`src/rtl/lsu_pkg.sv`:
```
// Shared types for the load/store unit: memory access types, FSM states and access size helper.
package lsu_pkg;

    typedef enum logic [2:0] {
        MT_B  = 3'b000,
        MT_H  = 3'b001,
        MT_W  = 3'b010,
        MT_BU = 3'b100,
        MT_HU = 3'b101
    } mem_type_e;

    typedef enum logic [1:0] {
        IDLE = 2'd0,
        ACC0 = 2'd1,
        ACC1 = 2'd2,
        RESP = 2'd3
    } lsu_state_e;

    // Access size in bytes; 0 marks an illegal type encoding.
    function automatic logic [2:0] size_of(input mem_type_e t);
        case (t)
            MT_B, MT_BU: size_of = 3'd1;
            MT_H, MT_HU: size_of = 3'd2;
            MT_W:        size_of = 3'd4;
            default:     size_of = 3'd0;
        endcase
    endfunction

endpackage

```
`src/rtl/lsu_lane_align.sv`:
```
// Combinational lane steering: store data/strobe shifter over a word pair and load extractor
// that pulls the addressed bytes out of a word pair and sign- or zero-extends them.
module lsu_lane_align
    import lsu_pkg::*;
(
    input  logic [31:0] st_wdata,
    input  logic [2:0]  st_type,
    input  logic [1:0]  st_offset,
    output logic [63:0] st_data,
    output logic [7:0]  st_be,
    input  logic [2:0]  ld_type,
    input  logic [1:0]  ld_offset,
    input  logic [31:0] ld_lo,
    input  logic [31:0] ld_hi,
    output logic [31:0] ld_data
);

    logic [2:0]  st_size;
    logic [3:0]  size_mask;
    logic [31:0] ld_word;

    assign st_size = size_of(mem_type_e'(st_type));

    genvar gi;
    generate
        for (gi = 0; gi < 4; gi++) begin : g_size_mask
            assign size_mask[gi] = (3'(gi) < st_size);
        end
    endgenerate

    // Low half of the shifted pair goes to the first word, high half to the next word.
    assign st_data = {32'b0, st_wdata} << {st_offset, 3'b000};
    assign st_be   = {4'b0, size_mask} << st_offset;

    assign ld_word = 32'({ld_hi, ld_lo} >> {ld_offset, 3'b000});

    always_comb begin
        ld_data = '0;
        case (ld_type)
            MT_B:    ld_data = {{24{ld_word[7]}}, ld_word[7:0]};
            MT_H:    ld_data = {{16{ld_word[15]}}, ld_word[15:0]};
            MT_W:    ld_data = ld_word;
            MT_BU:   ld_data = {24'b0, ld_word[7:0]};
            MT_HU:   ld_data = {16'b0, ld_word[15:0]};
            default: ld_data = '0;
        endcase
    end

endmodule

```
`src/rtl/load_store_unit.sv`:
```
// Multi-cycle load/store controller: byte-addressed requests in, word accesses with byte enables out.
// Define LSU_MISALIGN_EN to execute word-crossing accesses as two word accesses; otherwise they fault.
module load_store_unit
    import lsu_pkg::*;
#(
    parameter int ADDR_W = 6
) (
    input  logic              clk,
    input  logic              reset,
    input  logic              req_valid,
    output logic              req_ready,
    input  logic              req_write,
    input  logic [ADDR_W-1:0] req_addr,
    input  logic [31:0]       req_wdata,
    input  logic [2:0]        req_mem_type,
    output logic              rsp_valid,
    output logic [31:0]       rsp_rdata,
    output logic              rsp_fault,
    output logic [ADDR_W-3:0] address,
    output logic [31:0]       write_data,
    output logic [3:0]        byte_en,
    output logic              write_enable,
    output logic              read_enable,
    input  logic [31:0]       read_data
);

    lsu_state_e  state_reg;
    logic        write_reg;
    logic [2:0]  type_reg;
    logic [1:0]  offset_reg;
    logic        fault_reg;

    logic [63:0] st_data;
    logic [7:0]  st_be;
    logic [31:0] ld_data;
    logic [31:0] ld_lo;
    logic [2:0]  req_size;
    logic        req_split;
    logic        req_fault;

    assign req_size  = size_of(mem_type_e'(req_mem_type));
    assign req_split = ({1'b0, req_addr[1:0]} + req_size) > 3'd4;

`ifdef LSU_MISALIGN_EN
    logic              split_reg;
    logic [ADDR_W-3:0] word_addr_reg;
    logic [31:0]       st_hi_data_reg;
    logic [3:0]        st_hi_be_reg;
    logic [31:0]       word0_reg;

    // A split access may not wrap from the last word back to word 0.
    assign req_fault = (req_mem_type inside {3'b011, 3'b110, 3'b111})
                     || (req_write && req_mem_type[2])
                     || (req_split && (&req_addr[ADDR_W-1:2]));
    assign ld_lo = split_reg ? word0_reg : read_data;
`else
    logic unused_hi;

    assign req_fault = (req_mem_type inside {3'b011, 3'b110, 3'b111})
                     || (req_write && req_mem_type[2])
                     || req_split;
    assign ld_lo     = read_data;
    assign unused_hi = ^{st_data[63:32], st_be[7:4]};
`endif

    lsu_lane_align u_lane_align (
        .st_wdata  (req_wdata),
        .st_type   (req_mem_type),
        .st_offset (req_addr[1:0]),
        .st_data   (st_data),
        .st_be     (st_be),
        .ld_type   (type_reg),
        .ld_offset (offset_reg),
        .ld_lo     (ld_lo),
        .ld_hi     (read_data),
        .ld_data   (ld_data)
    );

    // read_data for the final (or only) word arrives in RESP, so the load result stays combinational.
    assign rsp_rdata = (state_reg == RESP && !write_reg && !fault_reg) ? ld_data : '0;

    always_ff @(posedge clk or posedge reset) begin
        if (reset) begin
            state_reg      <= IDLE;
            req_ready      <= 1'b1;
            rsp_valid      <= 1'b0;
            rsp_fault      <= 1'b0;
            address        <= '0;
            write_data     <= '0;
            byte_en        <= '0;
            write_enable   <= 1'b0;
            read_enable    <= 1'b0;
            write_reg      <= 1'b0;
            type_reg       <= '0;
            offset_reg     <= '0;
            fault_reg      <= 1'b0;
`ifdef LSU_MISALIGN_EN
            split_reg      <= 1'b0;
            word_addr_reg  <= '0;
            st_hi_data_reg <= '0;
            st_hi_be_reg   <= '0;
            word0_reg      <= '0;
`endif
        end else begin
            write_enable <= 1'b0;
            read_enable  <= 1'b0;
            byte_en      <= '0;
            write_data   <= '0;
            rsp_valid    <= 1'b0;
            case (state_reg)
                IDLE: begin
                    if (req_valid) begin
                        state_reg  <= ACC0;
                        req_ready  <= 1'b0;
                        write_reg  <= req_write;
                        type_reg   <= req_mem_type;
                        offset_reg <= req_addr[1:0];
                        fault_reg  <= req_fault;
`ifdef LSU_MISALIGN_EN
                        split_reg      <= req_split;
                        word_addr_reg  <= req_addr[ADDR_W-1:2];
                        st_hi_data_reg <= st_data[63:32];
                        st_hi_be_reg   <= st_be[7:4];
`endif
                        // First-word strobes are registered here so they appear in ACC0.
                        if (!req_fault) begin
                            address <= req_addr[ADDR_W-1:2];
                            if (req_write) begin
                                write_enable <= 1'b1;
                                byte_en      <= st_be[3:0];
                                write_data   <= st_data[31:0];
                            end else begin
                                read_enable <= 1'b1;
                            end
                        end
                    end
                end
                ACC0: begin
`ifdef LSU_MISALIGN_EN
                    if (split_reg && !fault_reg) begin
                        state_reg <= ACC1;
                        address   <= word_addr_reg + (ADDR_W-2)'(1);
                        if (write_reg) begin
                            write_enable <= 1'b1;
                            byte_en      <= st_hi_be_reg;
                            write_data   <= st_hi_data_reg;
                        end else begin
                            read_enable <= 1'b1;
                        end
                    end else
`endif
                    begin
                        state_reg <= RESP;
                        rsp_valid <= 1'b1;
                        rsp_fault <= fault_reg;
                    end
                end
`ifdef LSU_MISALIGN_EN
                ACC1: begin
                    word0_reg <= read_data;
                    state_reg <= RESP;
                    rsp_valid <= 1'b1;
                    rsp_fault <= fault_reg;
                end
`endif
                RESP: begin
                    state_reg <= IDLE;
                    req_ready <= 1'b1;
                    rsp_fault <= 1'b0;
                end
                default: state_reg <= IDLE;
            endcase
        end
    end

endmodule

```
`config.mk`:
```
export PLATFORM = sky130hd
export DESIGN_NAME = load_store_unit
export DESIGN_NICKNAME = d
export VERILOG_FILES = /design/src/rtl/lsu_pkg.sv /design/src/rtl/lsu_lane_align.sv /design/src/rtl/load_store_unit.sv
export SDC_FILE = /design/constraint.sdc
export NUM_CORES = 1
export LEC_CHECK = 0
export BUFFER_PORTS_ARGS = -buffer_cell sky130_fd_sc_hd__buf_2
export CAP_MARGIN = 30
export CELL_PAD_IN_SITES_DETAIL_PLACEMENT = 0
export CELL_PAD_IN_SITES_GLOBAL_PLACEMENT = 1
export CORE_MARGIN = 2
export CORE_UTILIZATION = 38
export DETAILED_ROUTE_END_ITERATION = 16
export PLACE_DENSITY_LB_ADDON = 0.1
export SLEW_MARGIN = 10
export SYNTH_ARGS = -nofsm -noshare
export SYNTH_HDL_FRONTEND = slang
export SYNTH_SLANG_ARGS = --single-unit
```
`constraint.sdc`:
```
create_clock -name clk -period 3.15 [get_ports clk]
set_clock_uncertainty 0.05 [all_clocks]
set_input_delay 0.4725 -clock clk [delete_from_list [all_inputs] [get_ports clk]]
set_output_delay 0.4725 -clock clk [all_outputs]
set_load 0.005 [all_outputs]
```
* Yosys cells after proc, flatten, opt, wreduce, memory -nomap -nowiden *
Index checks and enable logic that the tools add are counted.

operators by class
  add/subtract/negate cells = 1
  magnitude comparators = 5
  equal/unequal tests = 14
  shifts and indexed selects = 3
  multiplexer cells = 25
  bitwise gates (word level) = 1
  reduce and logical (&&, ||, !) cells = 18

operator list
  kind                number
  $mux 32             5
  $pmux 32 s5         1
  $shr 64x5->32       1
  $shl 32x5->32       1
  $eq 3x3->1 const B  6
  $mux 4              4
  $mux 1              10
  $eq 3x2->1 const B  3
  $pmux 3 s3          1
  $eq 3x1->1 const B  2
  $logic_not 3->1     2
  $lt 1x3->1 const A  2
  $lt 2x3->1 const A  2
  $pmux 1 s2          2
  $pmux 2 s2          1
  $reduce_and 2->1    2
  $reduce_bool 2->1   2
  $reduce_or 2->1     2
  $shl 4x2->4         1
  $add 2x3->3         1
  $gt 3x3->1 const B  1
  $logic_and 1x1->1   3
  $reduce_and 3->1    1
  $reduce_bool 3->1   1
  8 further kinds     10

word-level totals
  flip-flop bits (word level) = 54
  output and inout port bits = 77

* Longest topological paths before layout *
Gate-level depths: netlist (run 1).

  word-level depth = 9
  depth in mapped cells = 8

* Hierarchy *
From an unflattened synthesis (run 1), not the netlist that was laid out.

second synthesis, totals
  cells, all modules = 423
  area, all modules = 4215.3 um2

modules (own cells, without submodules)
  module           instances  cells each  area each (um2)
  load_store_unit  1          170         2162.1
  lsu_lane_align   1          253         2053.2

* Worst setup path before layout (run 1) *
OpenSTA, ideal clock, no wires.

  kind = input port to flip-flop
  start = in req_addr[1]
  end = reg address[0]
  setup time = 0.125 ns
  arrival time = 2.372 ns
  path slack = 0.603 ns
  stages on the path = 6
  path buffers = 1
  path through = clkbuf_1 > inv_1 > fa_1 > nor2b_1 > o221a_2 > mux2_2

on the way
  word-level cells in the longest chain between the ends = 5

RTL lines
  item                        line                    RTL
  from (decl)                 load_store_unit.sv:13   input logic [ADDR_W-1:0] req_addr,
  $add 2x3->3                 load_store_unit.sv:42   assign req_split = ({1'b0, req_addr[1:0]} + req_size) > 3'd4;
  $gt 3x3->1                  load_store_unit.sv:42
  $logic_or 1x1->1            load_store_unit.sv:61   || req_split;
  $not 1->1 (no line)         --
  $reduce_and 3->1 (no line)  --
  to (signal assigned)        load_store_unit.sv:127  address <= req_addr[ADDR_W-1:2];
  to (decl)                   load_store_unit.sv:19   output logic [ADDR_W-3:0] address,

Every way passes these cells.
A chain may end at the register's enable or synchronous reset.

* Final worst setup path (run 1) *
  start = reg offset_reg[0]
  end = out rsp_rdata[31]

on the way
  word-level cells in the longest chain between the ends = 3

RTL lines
  item                    line                    RTL
  from (decl)             load_store_unit.sv:30   logic [1:0] offset_reg;
  from (signal assigned)  load_store_unit.sv:117  offset_reg <= req_addr[1:0];
  $shr 64x5->32           lsu_lane_align.sv:35    assign ld_word = 32'({ld_hi, ld_lo} >> {ld_offset, 3'b000});
  $pmux 32 s5             lsu_lane_align.sv:39    case (ld_type)
  $mux 32                 load_store_unit.sv:80   assign rsp_rdata = (state_reg == RESP && !write_reg && !fault_reg) ? ld_data : '0;
  to (decl)               load_store_unit.sv:17   output logic [31:0] rsp_rdata,

Every way passes these cells.

==> impl_metrics.toml, run 1 <==
[status]
status = "complete, no violations"

[cells_and_area]
syn_to_final_growth_pct = 27.9
largest_register_ff_count = 32
diodes = 0
regMostFlops = "write_data"
reg.largest.list = "write_data: 32 flops, address: 4 flops, byte_en: 4 flops"
layout.nets = 546
final_core_util_pct = 50.6
drive_gt1_share_pct = 47.2
final_area_um2 = 4460
fillers = 890

[synth]
ys_seq_area_share_pct = 38.8
ys_warn_count = 0
synth_cells = 325
netlist.top_cell.by_area = "dfrtp_1"
syn_area_per_cell_um2 = 10.7
ys_types = 37
netlist.area_leader.share_pct = 38.1
synthTopCellsByArea = "dfrtp_1, mux4_2, mux2i_1, a21oi_1, nor2b_1"
synthesis.area_um2 = 3480
synth_seq_cells = 54
synth_fp_nets = 404

[drt]
met2_length_um = 4510
via_per_inst = 5.37
highest_layer = "met4"
drtPass1Iterations = 4
drt_iter0_markers = 77
totalWireLength_um = 9250
ant_nets = 0
drc_errors = 0
vias = 3091
wl_met1_um = 3820
wl_per_cell_um = 16.1
wl_met3_um = 799

[critical_path]
cpPeakStageDelay_ns = 0.58
cp_cell_sequence = "buf_4, nor2b_1, o21ai_0, nand4_1, a21oi_1, buf_2"
setup.worst_path.start = "offset_reg[0]"
rr_worst_depth = 6
crit_path_max_fanout = 19
cp_num_cells = 6
cp-start-kind = "flip-flop"
crit_family = "simple AND/OR/NAND/NOR gates"
crit_path_end_kind = "primary output"
r2r_start = "state_reg[1]"
cp.arrival_ns = 2.32
cp.buffers_inverters = 2
required_ns = 2.63
critical_path_class = "flip-flop to primary output"
cp_slowest_cell = "nand4_1"

[grt]
antenna_found_initial = 0
track_usage_pct = 18.5
grt_pass1_wl_um = 14700
grt_overflow_total = 0
grt_max_degree = 47
grt_pass1_vias = 2997

[clock_tree]
cts_max_path_buffers = 2
cts_root_buf = "clkbuf_8"
cts_tree = "done"
cts_sinks = 54
insertion_delay_ns = 0.31
clkTransAtPathRegs_ns = 0.10
ctsResizeCount = 0
cts_made_buffers = 5
post-cts-setup-buffers = 0
htreeDepth = 2
hold_buffers = 0

[sta]
max_freq_ghz = 0.352
setup-tns-final_ns = 0
finalHoldViolCount = 0
worst_pin_slew_ns = 0.707
drv_slew = 0
rsz0062_at_grt = "false"
min_period_ns = 2.84
setup_viol = 0
fin_crit_sh_pct = 90.2
relSlewSlack_pct = 52.7

[placement]
dp_hpwl_um = 6950
portBuffers = 153
gp_congestion = 0.858
placed_area_um2 = 4330

[floorplan]
core_area_um2 = 8810
fp.dieH_um = 99.8
die_w_um = 99.8
io_pins = 154
start_util_pct = 39.6
rows = 34
die_area_um2 = 9950

[min_path]
hp-class = "primary input to asynchronous set/reset pin"

[power]
cellLeakagePower_nw = 2.18
powerDensity_nw_per_um2 = 594
peakVddDrop_uv = 328

[flow_run]
maxCapViolations = 0
-- placed cells by master, fill, tap and decap left out, drive strengths merged, types with 8 or more instances in the layout --
master  Yosys  layout
a211oi     17      17
a21oi      36      36
buf        13     164
dfrtp      53      53
inv         8       9
mux2       10      10
mux2i      20      20
mux4       28      28
nand2      28      28
nor2       31      31
nor2b      21      21
nor3        9       9
nor4b       8       8
-- power breakdown --
part           internal [mW]  leakage, nW  switching [mW]  total, mW
logic                  0.642         1.40           0.591       1.23
registers              0.810        0.718          0.0987      0.909
clock network          0.262       0.0618           0.241      0.503
total                   1.71         2.18           0.931       2.64
-- final timing paths --
| kind | end | slack [ns] |
|---|---|---|
| max | rsp_rdata[31] | 0.31 |
| min | write_data[31] | 0.15 |
| max reg2reg | write_data[1] | 1.30 |
| min reg2reg | req_ready | 0.45 |
| max in group asynchronous | req_ready | 2.23 |
| min in group clk | address[2] | 0.33 |
-- per-stage QoR --
stage | instances | setup slack (ns) | hold WS (ns) | power, mW
6_report | 576 | 0.308 | 0.148 | 2.64
5_1_grt | 576 | 0.0298 | 0.175 | 2.85
4_1_cts | 576 | 0.284 | 0.147 | 2.68
3_5_place_dp | 568 | 0.498 | 0.432 | 2.17
3_3_place_gp | 568 | 0.633 | 0.429 | 2.15
2_1_floorplan | 325 | 0.603 | 0.423 | 1.87
-- cell usage after synthesis --
| cell | number |
|---|---|
| o2111ai_4 | 1 |
| xnor2_2 | 1 |
| buf_1 | 2 |
| o211ai_1 | 2 |
| dfstp_2 | 1 |
| nor2_1 | 31 |
| nand3_1 | 1 |
| nor3b_2 | 1 |
| or4_1 | 1 |
| o21ai_0 | 6 |
| a31oi_1 | 1 |
| nand2b_1 | 2 |
| nor2b_1 | 21 |
| nand4_1 | 2 |
| nor4b_1 | 7 |
| or3b_4 | 1 |
| inv_1 | 8 |
| mux4_2 | 28 |
| a21oi_1 | 36 |
| mux2_2 | 10 |
| o221a_2 | 1 |
| fa_1 | 1 |
| a211oi_1 | 16 |
| a21o_1 | 1 |
| nor3_1 | 9 |
| clkbuf_1 | 16 |
| dfrtp_1 | 53 |
| nor4b_4 | 1 |
| nand2_1 | 28 |
| nand3b_1 | 1 |
| buf_2 | 9 |
| buf_6 | 2 |
| mux2i_1 | 20 |
| ha_1 | 1 |
| or2_2 | 1 |
| o21bai_1 | 1 |
| a211oi_2 | 1 |
-- logic make-up after synthesis --
kind of cell,Yosys count,synth area share [%]
flops,54,38.8
compound gates,66,12.0
fa+ha+maj,2,0.934
mux,58,27.1
simple gates,107,16.0
buf+inv,37,4.74
xor+xnor,1,0.467
-- layout make-up --
type / count / area [um^2] / area share (%)
Clock buffer: 6 / 82.6 / 1.85
Clock inverter: 2 / 38.8 / 0.871
Inverter: 8 / 30.0 / 0.674
Multi-Input combinational cell: 234 / 1970 / 44.1
Sequential cell: 54 / 1350 / 30.4
Tap cell: 108 / 135 / 3.03
Timing Repair Buffer: 164 / 848 / 19.0
-- per-layer routing --
metal	vias up	track usage, %
met4	0	4.43
met2	105	29.7
li1	1480	-
met1	1497	24.3
met3	9	6.25
met5	-	0
Power figures use the tool's default switching activity.
==> run 2, diff against run 1 <==
--- a/config.mk
+++ b/config.mk
@@ -10,10 +10,11 @@
 export CELL_PAD_IN_SITES_DETAIL_PLACEMENT = 0
 export CELL_PAD_IN_SITES_GLOBAL_PLACEMENT = 1
 export CORE_MARGIN = 2
-export CORE_UTILIZATION = 38
+export CORE_UTILIZATION = 34
 export DETAILED_ROUTE_END_ITERATION = 16
 export PLACE_DENSITY_LB_ADDON = 0.1
 export SLEW_MARGIN = 10
 export SYNTH_ARGS = -nofsm -noshare
 export SYNTH_HDL_FRONTEND = slang
+export SYNTH_HIERARCHICAL = 1
 export SYNTH_SLANG_ARGS = --single-unit
==> constraint.sdc (replaced) <==
create_clock -name clk -period 2.44 [get_ports clk]
set_clock_uncertainty 0.05 [all_clocks]
set_input_delay 0.366 -clock clk [delete_from_list [all_inputs] [get_ports clk]]
set_output_delay 0.366 -clock clk [all_outputs]
set_load 0.005 [all_outputs]
==> impl_metrics.toml, run 2 <==
[floorplan]
io_pins = 154
rows = 39
core_area_um2 = 11400
start_util_pct = 34.8
fp.dieH_um = 112
die_area_um2 = 12500
die_w_um = 112

[critical_path]
crit_path_max_fanout = 8
cp.arrival_ns = 1.98
cpPeakStageDelay_ns = 0.52
required_ns = 2.02
cp_num_cells = 5
rr_worst_depth = 3
cp-start-kind = "flip-flop"
cp_slowest_cell = "or4b_4"
critical_path_class = "flip-flop to primary output"
crit_family = "simple AND/OR/NAND/NOR gates"
crit_path_end_kind = "primary output"
cp_cell_sequence = "mux4_2, or4b_4, nand2_1, and2_1, buf_2"
r2r_slack_ns = 0.45
cp.buffers_inverters = 1

[min_path]
hp-class = "primary input to asynchronous set/reset pin"

[sta]
setup_viol = 0
finalHoldViolCount = 0
relSlewSlack_pct = 63.3
fin_crit_sh_pct = 98.3
setup-tns-final_ns = 0
drv_slew = 0
rsz0062_at_grt = "true"
max_freq_ghz = 0.417
min_period_ns = 2.40
worst_pin_slew_ns = 0.549
whs_ns = 0.0537

[cells_and_area]
regMostFlops = "write_data"
diodes = 0
largest_register_ff_count = 32
layout_commonest_cell = "buf_2"
reg.largest.list = "write_data: 32 flops, address: 4 flops, byte_en: 4 flops"
final_core_util_pct = 45.9
layout.nets = 604
drive_gt1_share_pct = 45.6
syn_to_final_growth_pct = 31.9
final_cell_mix = "buf_2, and2_1, dfrtp_1"

[power]
cellLeakagePower_nw = 2.66
total_power_mw = 4.35
powerDensity_nw_per_um2 = 833
peakVddDrop_uv = 406

[clock_tree]
cts_made_buffers = 5
insertion_delay_ns = 0.29
cts_tree = "done"
cts_max_path_buffers = 2
htreeDepth = 2
cts_sinks = 54
cts_root_buf = "clkbuf_16"
clkTransAtPathRegs_ns = 0.08

[grt]
grt_pass1_vias = 3336
antenna_found_initial = 0
grt_pass1_wl_um = 17100
grt_overflow_total = 0
grt_max_degree = 38
track_usage_pct = 16.9

[drt]
vias = 3386
drc_errors = 0
ant_nets = 0
totalWireLength_um = 10700
wl_per_cell_um = 16.1
via_per_inst = 5.06
drt_iter0_markers = 136
drtPass1Iterations = 4

[placement]
gp_congestion = 0.766
portBuffers = 153
dp_hpwl_um = 8000

[synth]
synth_fp_nets = 453
synthesis.area_um2 = 3960
synth_cells = 374
syn_area_per_cell_um2 = 10.6
ys_warn_count = 6

[status]
status = "complete, no violations"

[flow_run]
maxCapViolations = 0
-- run 2: cell count changes in the layout (fill, tap and decap cells not counted), moves of 6 or more --
cell,change
a31oi_1,+16
mux2i_1,+12
o21ai_0,+14
clkbuf_16,+7
nor2_1,-12
nor4b_1,-6
a211oi_1,-16
and2_1,+79
a21oi_1,-35
nor2b_1,-10
nor3_1,-9
-- run 2: layer usage --
layer  global-route usage (%)  part of all wire [%]  routed length (um)  vias to the layer above
li1                         -                     -                   -                     1623
met1                     21.4                    42                4560                     1661
met2                     28.5                    50                5330                       93
met3                     4.84                   6.9                 743                        9
met4                     4.03                   1.1                 119                        0
met5                        0                     0                   0                        -
-- run 2: final cells by class --
cell class                      count  area, um^2
Multi-Input combinational cell    283        2450
Inverter                            6        22.5
Timing Repair Buffer              175        1030
Clock buffer                        6         139
Fill cell                        1139        6150
Clock inverter                      2        38.8
Sequential cell                    54        1360
Tap cell                          143         179
-- run 2: worst reg2reg max path, cell delays in order, from the launching register on --
cell and delay (ns):
dfrtp_1 0.45, or3b_1 0.61, a2111o_1 0.47, mux2_2 0.31
-- run 2: final timing paths --
kind | end | startpoint
hold reg to reg | address[2] | address[2]
setup reg to reg | address[1] | state_reg[1]
max in group asynchronous | offset_reg[0] | reset
hold / removal | write_data[1] | reset
min in group clk | read_enable | req_write
setup / recovery | rsp_rdata[13] | offset_reg[1]
-- run 2: timing repair --
action | CTS | global route
gates cloned | 0 | 2
hold buffers | 0 | 0
setup buffers | 1 | 3
pin swaps | 1 | 8
setup endpoints to repair | 27 | 25
resized for setup | 5 | 8
-- run 2: per-stage QoR --
stage	area [um^2]	setup slack, ns	std cells
6_report	5220	0.0407	669
4_1_cts	5120	0.0200	664
3_3_place_gp	4900	0.0824	655
5_1_grt	5220	-0.0659	669
3_5_place_dp	4900	0.0278	655
2_1_floorplan	3960	0.300	374
-- run 2: power by group --
group	internal, mW	switching [mW]	leakage, nW
Sequential	1.04	0.186	0.717
Clock	0.517	0.333	0.0875
Combinational	1.27	1.00	1.85
